==> src/rtl/myfifo_burst_reader.sv <==
// Read-side burst scheduler for the 64-bit dual-clock myfifo, rdclk domain.
// Define MYFIFO_RD_TIMEOUT_EN to flush a residue below BURST_LEN after TIMEOUT cycles.
module myfifo_burst_reader #(
    parameter int BURST_LEN = 32,
    parameter int TIMEOUT   = 1024
) (
    input  logic        rdclk,
    input  logic        rst_n,
    input  logic        enable,
    input  logic [63:0] fifo_q,
    input  logic [9:0]  fifo_rdusedw,
    input  logic        fifo_rdempty,
    output logic        fifo_rdreq,
    output logic [63:0] out_data,
    output logic        out_valid,
    input  logic        out_ready,
    output logic        out_sop,
    output logic        out_eop,
    output logic        busy,
    output logic [15:0] burst_cnt
);

    typedef enum logic [1:0] {
        ST_IDLE  = 2'd0,
        ST_ARM   = 2'd1,
        ST_BURST = 2'd2,
        ST_DONE  = 2'd3
    } state_t;

    localparam logic [10:0] BURST_LEN_L = 11'(BURST_LEN);

    state_t      state_q;
    logic [10:0] lvl_s;
    logic [10:0] len_q;
    logic [10:0] rem_q;
    logic [15:0] burst_cnt_q;

    logic        rdreq_s;
    logic        pop_s;
    logic        can_issue_s;
    logic        req_sop_s;
    logic        req_eop_s;
    logic        eop_acc_s;
    logic        tmo_fire_s;

    logic        pend_q;
    logic        pend_sop_q;
    logic        pend_eop_q;
    logic [63:0] buf_data_q [2];
    logic [1:0]  buf_sop_q;
    logic [1:0]  buf_eop_q;
    logic        wr_ptr_q;
    logic        rd_ptr_q;
    logic [1:0]  cnt_q;
    logic [1:0]  cnt_d;

    // A full FIFO wraps rdusedw to 0 while rdempty stays low.
    always_comb begin
        if ((fifo_rdusedw == 10'd0) && !fifo_rdempty) begin
            lvl_s = 11'd1024;
        end else begin
            lvl_s = {1'b0, fifo_rdusedw};
        end
    end

    // Read issue, credit and marker decode.
    always_comb begin
        pop_s       = (cnt_q != 2'd0) && out_ready;
        // A pop this cycle frees a slot for the word returned two cycles from now.
        can_issue_s = ({1'b0, cnt_q} + {2'b00, pend_q}) < (3'd2 + {2'b00, pop_s});
        rdreq_s     = (state_q == ST_BURST) && !fifo_rdempty && can_issue_s;
        req_sop_s   = (rem_q == len_q);
        req_eop_s   = (rem_q == 11'd1);
        eop_acc_s   = pop_s && buf_eop_q[rd_ptr_q];
        cnt_d       = cnt_q + {1'b0, pend_q} - {1'b0, pop_s};
    end

`ifdef MYFIFO_RD_TIMEOUT_EN
    localparam logic [15:0] TIMEOUT_L = 16'(TIMEOUT);

    logic [15:0] tmo_q;
    logic        lvl_partial_s;

    assign lvl_partial_s = (lvl_s != 11'd0) && (lvl_s < BURST_LEN_L);
    assign tmo_fire_s    = lvl_partial_s && (tmo_q >= TIMEOUT_L);

    // Residue age counter, only while armed with a partial level.
    always_ff @(posedge rdclk) begin
        if (!rst_n) begin
            tmo_q <= 16'd0;
        end else if ((state_q == ST_ARM) && enable && lvl_partial_s && !tmo_fire_s) begin
            tmo_q <= tmo_q + 16'd1;
        end else begin
            tmo_q <= 16'd0;
        end
    end
`else
    assign tmo_fire_s = 1'b0;
`endif

    // Burst scheduler state machine and completed-burst counter.
    always_ff @(posedge rdclk) begin
        if (!rst_n) begin
            state_q     <= ST_IDLE;
            len_q       <= 11'd0;
            rem_q       <= 11'd0;
            burst_cnt_q <= 16'd0;
        end else begin
            case (state_q)
                ST_IDLE: begin
                    if (enable) begin
                        state_q <= ST_ARM;
                    end
                end
                ST_ARM: begin
                    if (!enable) begin
                        state_q <= ST_IDLE;
                    end else if (lvl_s >= BURST_LEN_L) begin
                        len_q   <= BURST_LEN_L;
                        rem_q   <= BURST_LEN_L;
                        state_q <= ST_BURST;
                    end else if (tmo_fire_s) begin
                        len_q   <= lvl_s;
                        rem_q   <= lvl_s;
                        state_q <= ST_BURST;
                    end
                end
                ST_BURST: begin
                    if (rdreq_s) begin
                        rem_q <= rem_q - 11'd1;
                        if (rem_q == 11'd1) begin
                            state_q <= ST_DONE;
                        end
                    end
                end
                ST_DONE: begin
                    if (eop_acc_s) begin
                        burst_cnt_q <= burst_cnt_q + 16'd1;
                        state_q     <= enable ? ST_ARM : ST_IDLE;
                    end
                end
                default: begin
                    state_q <= ST_IDLE;
                end
            endcase
        end
    end

    // Two-entry output buffer fed by the word returned one cycle after rdreq.
    always_ff @(posedge rdclk) begin
        if (!rst_n) begin
            pend_q        <= 1'b0;
            pend_sop_q    <= 1'b0;
            pend_eop_q    <= 1'b0;
            buf_data_q[0] <= 64'd0;
            buf_data_q[1] <= 64'd0;
            buf_sop_q     <= 2'b00;
            buf_eop_q     <= 2'b00;
            wr_ptr_q      <= 1'b0;
            rd_ptr_q      <= 1'b0;
            cnt_q         <= 2'd0;
        end else begin
            pend_q     <= rdreq_s;
            pend_sop_q <= rdreq_s && req_sop_s;
            pend_eop_q <= rdreq_s && req_eop_s;
            if (pend_q) begin
                buf_data_q[wr_ptr_q] <= fifo_q;
                buf_sop_q[wr_ptr_q]  <= pend_sop_q;
                buf_eop_q[wr_ptr_q]  <= pend_eop_q;
                wr_ptr_q             <= ~wr_ptr_q;
            end
            if (pop_s) begin
                rd_ptr_q <= ~rd_ptr_q;
            end
            cnt_q <= cnt_d;
        end
    end

    assign fifo_rdreq = rdreq_s;
    assign out_valid  = (cnt_q != 2'd0);
    assign out_data   = buf_data_q[rd_ptr_q];
    assign out_sop    = out_valid && buf_sop_q[rd_ptr_q];
    assign out_eop    = out_valid && buf_eop_q[rd_ptr_q];
    assign busy       = (state_q == ST_BURST) || (state_q == ST_DONE);
    assign burst_cnt  = burst_cnt_q;

endmodule

==> config.mk <==
export PLATFORM = sky130hd
export DESIGN_NAME = myfifo_burst_reader
export DESIGN_NICKNAME = d
export VERILOG_FILES = /design/src/rtl/myfifo_burst_reader.sv
export SDC_FILE = /design/constraint.sdc
export NUM_CORES = 1
export LEC_CHECK = 0
export CAP_MARGIN = 20
export CORE_MARGIN = 3
export CORE_UTILIZATION = 40
export CTS_CLUSTER_DIAMETER = 120
export DETAILED_ROUTE_END_ITERATION = 6
export MAX_ROUTING_LAYER = met4
export PLACE_DENSITY = 0.66
export SLEW_MARGIN = 40
export SYNTH_ARGS = -nofsm -noshare
export SYNTH_HDL_FRONTEND = slang
export SYNTH_SLANG_ARGS = --single-unit
==> constraint.sdc <==
create_clock -name rdclk -period 3.6 [get_ports rdclk]
set_clock_uncertainty 0.2 [all_clocks]
set_input_delay 0.54 -clock rdclk [delete_from_list [all_inputs] [get_ports rdclk]]
set_output_delay 0.54 -clock rdclk [all_outputs]
set_load 0.02 [all_outputs]
==> run_results.csv, run 1 <==
group,metric,value,unit
status,status,"finished, final reports clean",
sta,worst_pin_slew,0.606,ns
job,cap_violations,0,
finish,instances_no_fill,969,
die,start_util,0.411,
critical_path,cp_cell_sequence,"ha_1, ha_1, nor4b_4, nand2_1, inv_1, clkdlybuf4s50_1",
finish,fill_cells,1489,
cts,cts_tree,"built",
cts,clk_path_buf_depth,2,
finish,syn_to_final_growth,34.3,%
synthesis,netlist_area,7430,sq um
die,dieArea,20200,sq um
power_and_ir_drop,cellLeakagePower,3.70,nW
cts,postCtsHoldBufs,0,
sta,fin_setup_tns,0,ns
cts,insertion_delay,0.42,ns
sta,grt_setup_unrepaired,"false",
placed_design,placed_cells,937,
synthesis,yosysMostFrequentCell,"and2_1",
critical_path,crit_path_start_kind,"register",
cts,htreeDepth,4,
critical_path,worstPathRequired,2.86,ns
critical_path,crit_slowest_cell,"clkdlybuf4s50_1",
sta,relSlewSlack,0.585,
synthesis,synthFlopType,"edfxtp_1",
cts,clk_pin_slew_worst_paths,0.06,ns
synthesis,yosysTopAreaCell,"edfxtp_1",
global_route,antenna_found_initial,0,
synthesis,post-synth-top-area-fraction,0.517,
power_and_ir_drop,peakVddDrop,0.000350,V
critical_path,reg2reg_from,"pend_q",
detailed_routing,remaining_drc_errors,0,
cts,ctsResizeCount,0,
sta,fin_crit,3.28,ns
critical_path,crit_path_end,"fifo_rdreq",
cts,clock-sinks,170,
global_route,grt_util_met3,0.0410,
finish,regArea,4690,sq um
global_route,grt_max_degree,48,
placed_design,gp_congestion,0.825,
die,die_w,142,um
finish,multi_input_area,2610,sq um
finish,layout.nets,813,
die,io_pins,164,
cts,cts-buffers-inserted,17,
synthesis,ys_ff_latch,170,
sta,period_share,0.910,
detailed_routing,avgRoutedWirePerCell,16.4,um
global_route,grtUsageMet1,0.189,
critical_path,reg2reg_to,"rem_q[7]",
power_and_ir_drop,powerDensity,533,nW/um^2
global_route,grtUsageTotal,0.162,
finish,drive_gt1_frac,0.151,
detailed_routing,routed_wl,15900,um
detailed_routing,viasPerCell,4.92,
global_route,grtUsageMet2,0.276,
critical_path,max_stage_delay,0.62,ns
synthesis,ys_types,41,
global_route,grt_pass1_vias,4928,
placed_design,port_buffers,163,
global_route,top_usage_layer,"met2",
synthesis,avgSynthCellArea,13.2,sq um
sta,fmax,0.305,GHz
critical_path,worstSetupStartpoint,"pend_q",
die,fp.dieH,142,um
detailed_routing,first_pass_iters,4,
critical_path,rrSetupSlack,1.26,ns
synthesis,seq_area_frac_synth,0.630,
detailed_routing,drt_iter0_markers,193,
critical_path,cp.arrival,2.54,ns
critical_path,crit_type,"reg2out",
placed_design,post-dp-hpwl,10600,um
critical_path,crit_fanout,7,
die,row_count,49,
detailed_routing,detail-route-antenna-nets,0,
finish,diodes,0,
cts,clock-root-buffer,"clkbuf_16",
synthesis,syn_inst,562,
critical_path,crit_top_cell,"ha_1",
detailed_routing,num_vias,4772,
cts,post-cts-setup-buffers,0,
synthesis,synth_edf_count,128,
global_route,grt_pass1_wl,24900,um
sta,report.final.hold_viol_count,0,
critical_path,cp-end-kind,"output pin",
sta,timing_max_transition_violations_final,0,
sta,finalSetupViolCount,0,
synthesis,synthTopCellsByCount,"and2_1, edfxtp_1, mux2_2",
synthesis,syn_nets,648,
synthesis,async_flop_share,0,
synthesis,synthTopCellsByArea,"edfxtp_1, and2_1, dfxtp_1",
synthesis,yosys_warnings,0,
global_route,grt-ovfl-total,0,
critical_path,worstRegToRegCells,7,
die,coreArea,18100,sq um
hold_path,hp-class,"reg2reg",
-- routing by layer --
layer	up-vias	wire, um	part of all wire
met1	2323	6860	0.43
met4	0	221	0.014
met2	132	7960	0.50
met5	-	0	0
li1	2302	-	-
met3	15	864	0.054
-- power by group --
group | total [mW] | internal [mW] | switching [mW]
combinational | 1.23 | 0.674 | 0.554
sequential | 2.31 | 2.19 | 0.118
clock | 1.79 | 1.03 | 0.761
-- critical path, delay by kind of cell (launching register included) --
family | cells | cell delay [ns]
AND/OR/NAND/NOR | 2 | 0.56
flip-flops | 1 | 0.36
buffers and inverters | 2 | 0.76
adder cells (fa/ha/maj) | 2 | 0.43
-- flip-flops by register name (all words and copies together), names as in the netlist, named ones only --
| register | cells |
|---|---|
| pend_eop_q | 1 |
| wr_ptr_q | 1 |
| rem_q | 11 |
| pend_q | 1 |
| buf_data_q | 128 |
| burst_cnt | 16 |
| rd_ptr_q | 1 |
| pend_sop_q | 1 |
| buf_eop_q | 2 |
| len_q | 1 |
| state_q | 1 |
| buf_sop_q | 2 |
| cnt_q | 2 |
-- cells by family (layout without fill, tap and decap cells) --
kind of cell / after synthesis / in the layout / share of synthesized area
AND/OR/NAND/NOR: 232 / 232 / 0.185
flip-flops: 170 / 170 / 0.630
multiplexers: 67 / 67 / 0.101
buffers and inverters: 39 / 217 / 0.0200
XOR/XNOR: 27 / 27 / 0.0318
AO/OA/AOI/OAI: 20 / 20 / 0.0197
adder cells (fa/ha/maj): 7 / 7 / 0.0118
-- cell type report --
class,count,share of cell area
Multi-Input combinational cell,353,0.262
Timing Repair Buffer,173,0.177
Clock buffer,19,0.0434
Clock inverter,13,0.0144
Sequential cell,170,0.470
Inverter,12,0.00451
Tap cell,229,0.0287
-- layout by cell type (no fill, tap or decap), types with 3 or more instances in the layout --
master | Yosys | layout
or3_1 | 4 | 4
edfxtp_1 | 128 | 128
o21ai_0 | 3 | 3
nor3_1 | 4 | 4
inv_6 | 0 | 3
buf_4 | 0 | 5
ha_1 | 7 | 7
nand3_1 | 11 | 11
or4_1 | 3 | 3
nor2_1 | 24 | 23
clkdlybuf4s50_1 | 0 | 163
buf_12 | 0 | 5
inv_1 | 12 | 11
mux2_2 | 64 | 64
xnor2_1 | 12 | 12
nor2b_1 | 3 | 3
xor2_1 | 15 | 15
and2_1 | 144 | 144
clkbuf_16 | 0 | 17
dfxtp_1 | 42 | 41
a21boi_0 | 4 | 4
nand2b_1 | 3 | 3
clkinvlp_4 | 0 | 6
nand4_1 | 6 | 6
nor4_1 | 5 | 5
nand2_1 | 15 | 14
mux2i_1 | 3 | 3
-- worst min path at each step --
stage | from | to | cells past startpoint
4_1_cts | pend_eop_q | buf_eop_q[1] | 1
3_3_place_gp | len_q[5] | len_q[5] | 2
2_1_floorplan | pend_eop_q | buf_eop_q[1] | 1
5_1_grt | pend_eop_q | buf_eop_q[0] | 1
6_report | pend_eop_q | buf_eop_q[1] | 1
3_5_place_dp | pend_eop_q | buf_eop_q[1] | 1
-- per-stage QoR --
step | util | hold WS [ns] | area [sq um] | setup WS (ns) | power [mW]
global route | 0.552 | 0.322 | 9980 | 0.145 | 5.54
CTS | 0.552 | 0.282 | 9980 | 0.285 | 5.39
finish | 0.552 | 0.279 | 9980 | 0.324 | 5.32
global placement | 0.520 | 0.260 | 9400 | 0.506 | 3.58
detailed placement | 0.520 | 0.269 | 9400 | 0.471 | 3.59
floorplan | - | 0.243 | 7430 | 0.880 | 3.01
Note: power is estimated with default switching activity, not from simulation.
==> run 2, diff against run 1 <==
Settings changed: ABC_CLOCK_PERIOD_IN_PS set to 3600, CORE_UTILIZATION 40 to 45, PLACE_DENSITY 0.66 to 0.72.
==> run 2 against run 1 <==
Net effect: critical endpoint unchanged; first-iteration DRC count increased by 48%; die area decreased by 11%; sequential power decreased by 2%; critical path type unchanged; critical path depth unchanged; register-to-register slack got worse by 0.05 ns; combinational power about the same; cell count decreased by 1.5%; count of clock-buffer cells in the layout unchanged.
==> run_results.csv, run 2 (synthesis gave the netlist of run 1 again) <==
group,metric,value,unit
power_and_ir_drop,clockPowerShare,0.324,
critical_path,crit_fanout,7,
sta,finalSetupViolCount,0,
sta,grt_setup_unrepaired,"false",
global_route,grt-ovfl-total,0,
power_and_ir_drop,comb_power_share,0.242,
sta,fmax,0.305,GHz
die,start_util,0.464,
power_and_ir_drop,swShare,0.262,
global_route,grt_pass1_wl,25600,um
power_and_ir_drop,cellInternalPower,3.86,mW
placed_design,placed_area,9360,sq um
cts,clk_path_buf_depth,2,
sta,fin_setup_tns,0,ns
detailed_routing,avgRoutedWirePerCell,16.6,um
power_and_ir_drop,sequentialPowerShare,0.434,
cts,postCtsHoldBufs,0,
die,die_w,135,um
power_and_ir_drop,finalPower,5.23,mW
sta,period_share,0.909,
cts,clk_pin_slew_worst_paths,0.06,ns
sta,report.final.hold_viol_count,0,
cts,clock-sinks,170,
critical_path,cp-end-kind,"output pin",
detailed_routing,routed_wl,15800,um
status,status,"finished, final reports clean",
finish,largest_register_ffs,128,
die,coreArea,16000,sq um
detailed_routing,drt_iter0_markers,286,
cts,cts_tree,"built",
finish,final_cell_mix,"clkdlybuf4s50_1, and2_1, edfxtp_1",
detailed_routing,detail-route-antenna-nets,0,
power_and_ir_drop,peakVddDrop,0.000351,V
finish,drive_gt1_frac,0.145,
global_route,grt_max_degree,65,
detailed_routing,first_pass_iters,4,
placed_design,gp_congestion,0.842,
placed_design,port_buffers,163,
placed_design,post-dp-hpwl,10600,um
job,cap_violations,0,
critical_path,worstPathRequired,2.86,ns
sta,worst_pin_slew,0.626,ns
sta,timing_max_transition_violations_final,0,
cts,insertion_delay,0.42,ns
finish,syn_to_final_growth,33.2,%
critical_path,crit_path_start_kind,"register",
detailed_routing,num_vias,4827,
global_route,antenna_found_initial,0,
hold_path,hp-class,"reg2reg",
detailed_routing,remaining_drc_errors,0,
sta,relSlewSlack,0.571,
cts,htreeDepth,4,
finish,mostFrequentLayoutCell,"clkdlybuf4s50_1",
global_route,grtUsageTotal,0.185,
power_and_ir_drop,switchingPower,1.37,mW
die,fp.dieH,135,um
power_and_ir_drop,powerDensity,529,nW/um^2
cts,cts-buffers-inserted,17,
finish,stdcell_area,9900,sq um
cts,clock-root-buffer,"clkbuf_16",
global_route,grt_pass1_vias,5096,
cts,post-cts-setup-buffers,0,
finish,layout.nets,812,
detailed_routing,viasPerCell,5.06,
finish,top_register,"buf_data_q",
sta,fin_crit,3.27,ns
finish,diodes,0,
power_and_ir_drop,cellLeakagePower,3.69,nW
cts,ctsResizeCount,0,
critical_path,cp.arrival,2.53,ns
die,row_count,46,
critical_path,crit_type,"reg2out",
die,io_pins,164,
die,dieArea,18100,sq um
## run 2: changes by cell type in the layout (fill, tap and decap cells not counted), sizes merged
| cell | delta |
|---|---|
| buf | -1 |
| clkinv | +6 |
| clkinvlp | -4 |
| inv | -3 |
## run 2: critical path, cell delays in order, from the launching register on
cell,delay [ns]
dfxtp_1,0.36
ha_1,0.22
ha_1,0.21
nor4b_4,0.40
nand2_1,0.17
inv_1,0.14
clkdlybuf4s50_1,0.62
## run 2: power groups by stage
stage / Combinational (mW) / Clock, mW / Sequential [mW]
4_1_cts: 1.28 / 1.74 / 2.28
5_1_grt: 1.35 / 1.81 / 2.28
3_5_place_dp: 1.27 / 0 / 2.32
3_3_place_gp: 1.26 / 0 / 2.31
2_1_floorplan: 0.748 / 0 / 2.26
6_report: 1.26 / 1.70 / 2.27
## run 2: worst paths after layout
path                  from    endpoint  slack [ns]  cells past startpoint
setup / recovery    pend_q  fifo_rdreq        0.33                      6
hold / removal    len_q[5]    len_q[5]        0.29                      2
setup reg to reg    pend_q    rem_q[5]        1.21                      7
hold reg to reg   len_q[5]    len_q[5]        0.29                      2
## run 2: metal layers
metal,vias up,wire [um],GRT usage
met5,-,0,-
met4,0,238,0.0600
met3,18,970,0.0421
met2,145,7870,0.308
met1,2365,6760,0.226
li1,2299,-,-
## run 2: layout make-up
class	count	area, sq um
Clock buffer	19	433
Clock inverter	12	108
Fill cell	1291	6100
Inverter	12	45.0
Multi-Input combinational cell	353	2620
Sequential cell	170	4690
Tap cell	216	270
Timing Repair Buffer	172	1740
## run 2: per-stage QoR
step / setup slack, ns / std cells / hold WS [ns] / util
after floorplan: 0.880 / 562 / 0.243 / -
after global placement: 0.522 / 923 / 0.249 / 0.584
after detailed placement: 0.485 / 923 / 0.275 / 0.585
after CTS: 0.305 / 954 / 0.283 / 0.619
after global routing: 0.217 / 954 / 0.316 / 0.619
final: 0.326 / 954 / 0.287 / 0.619
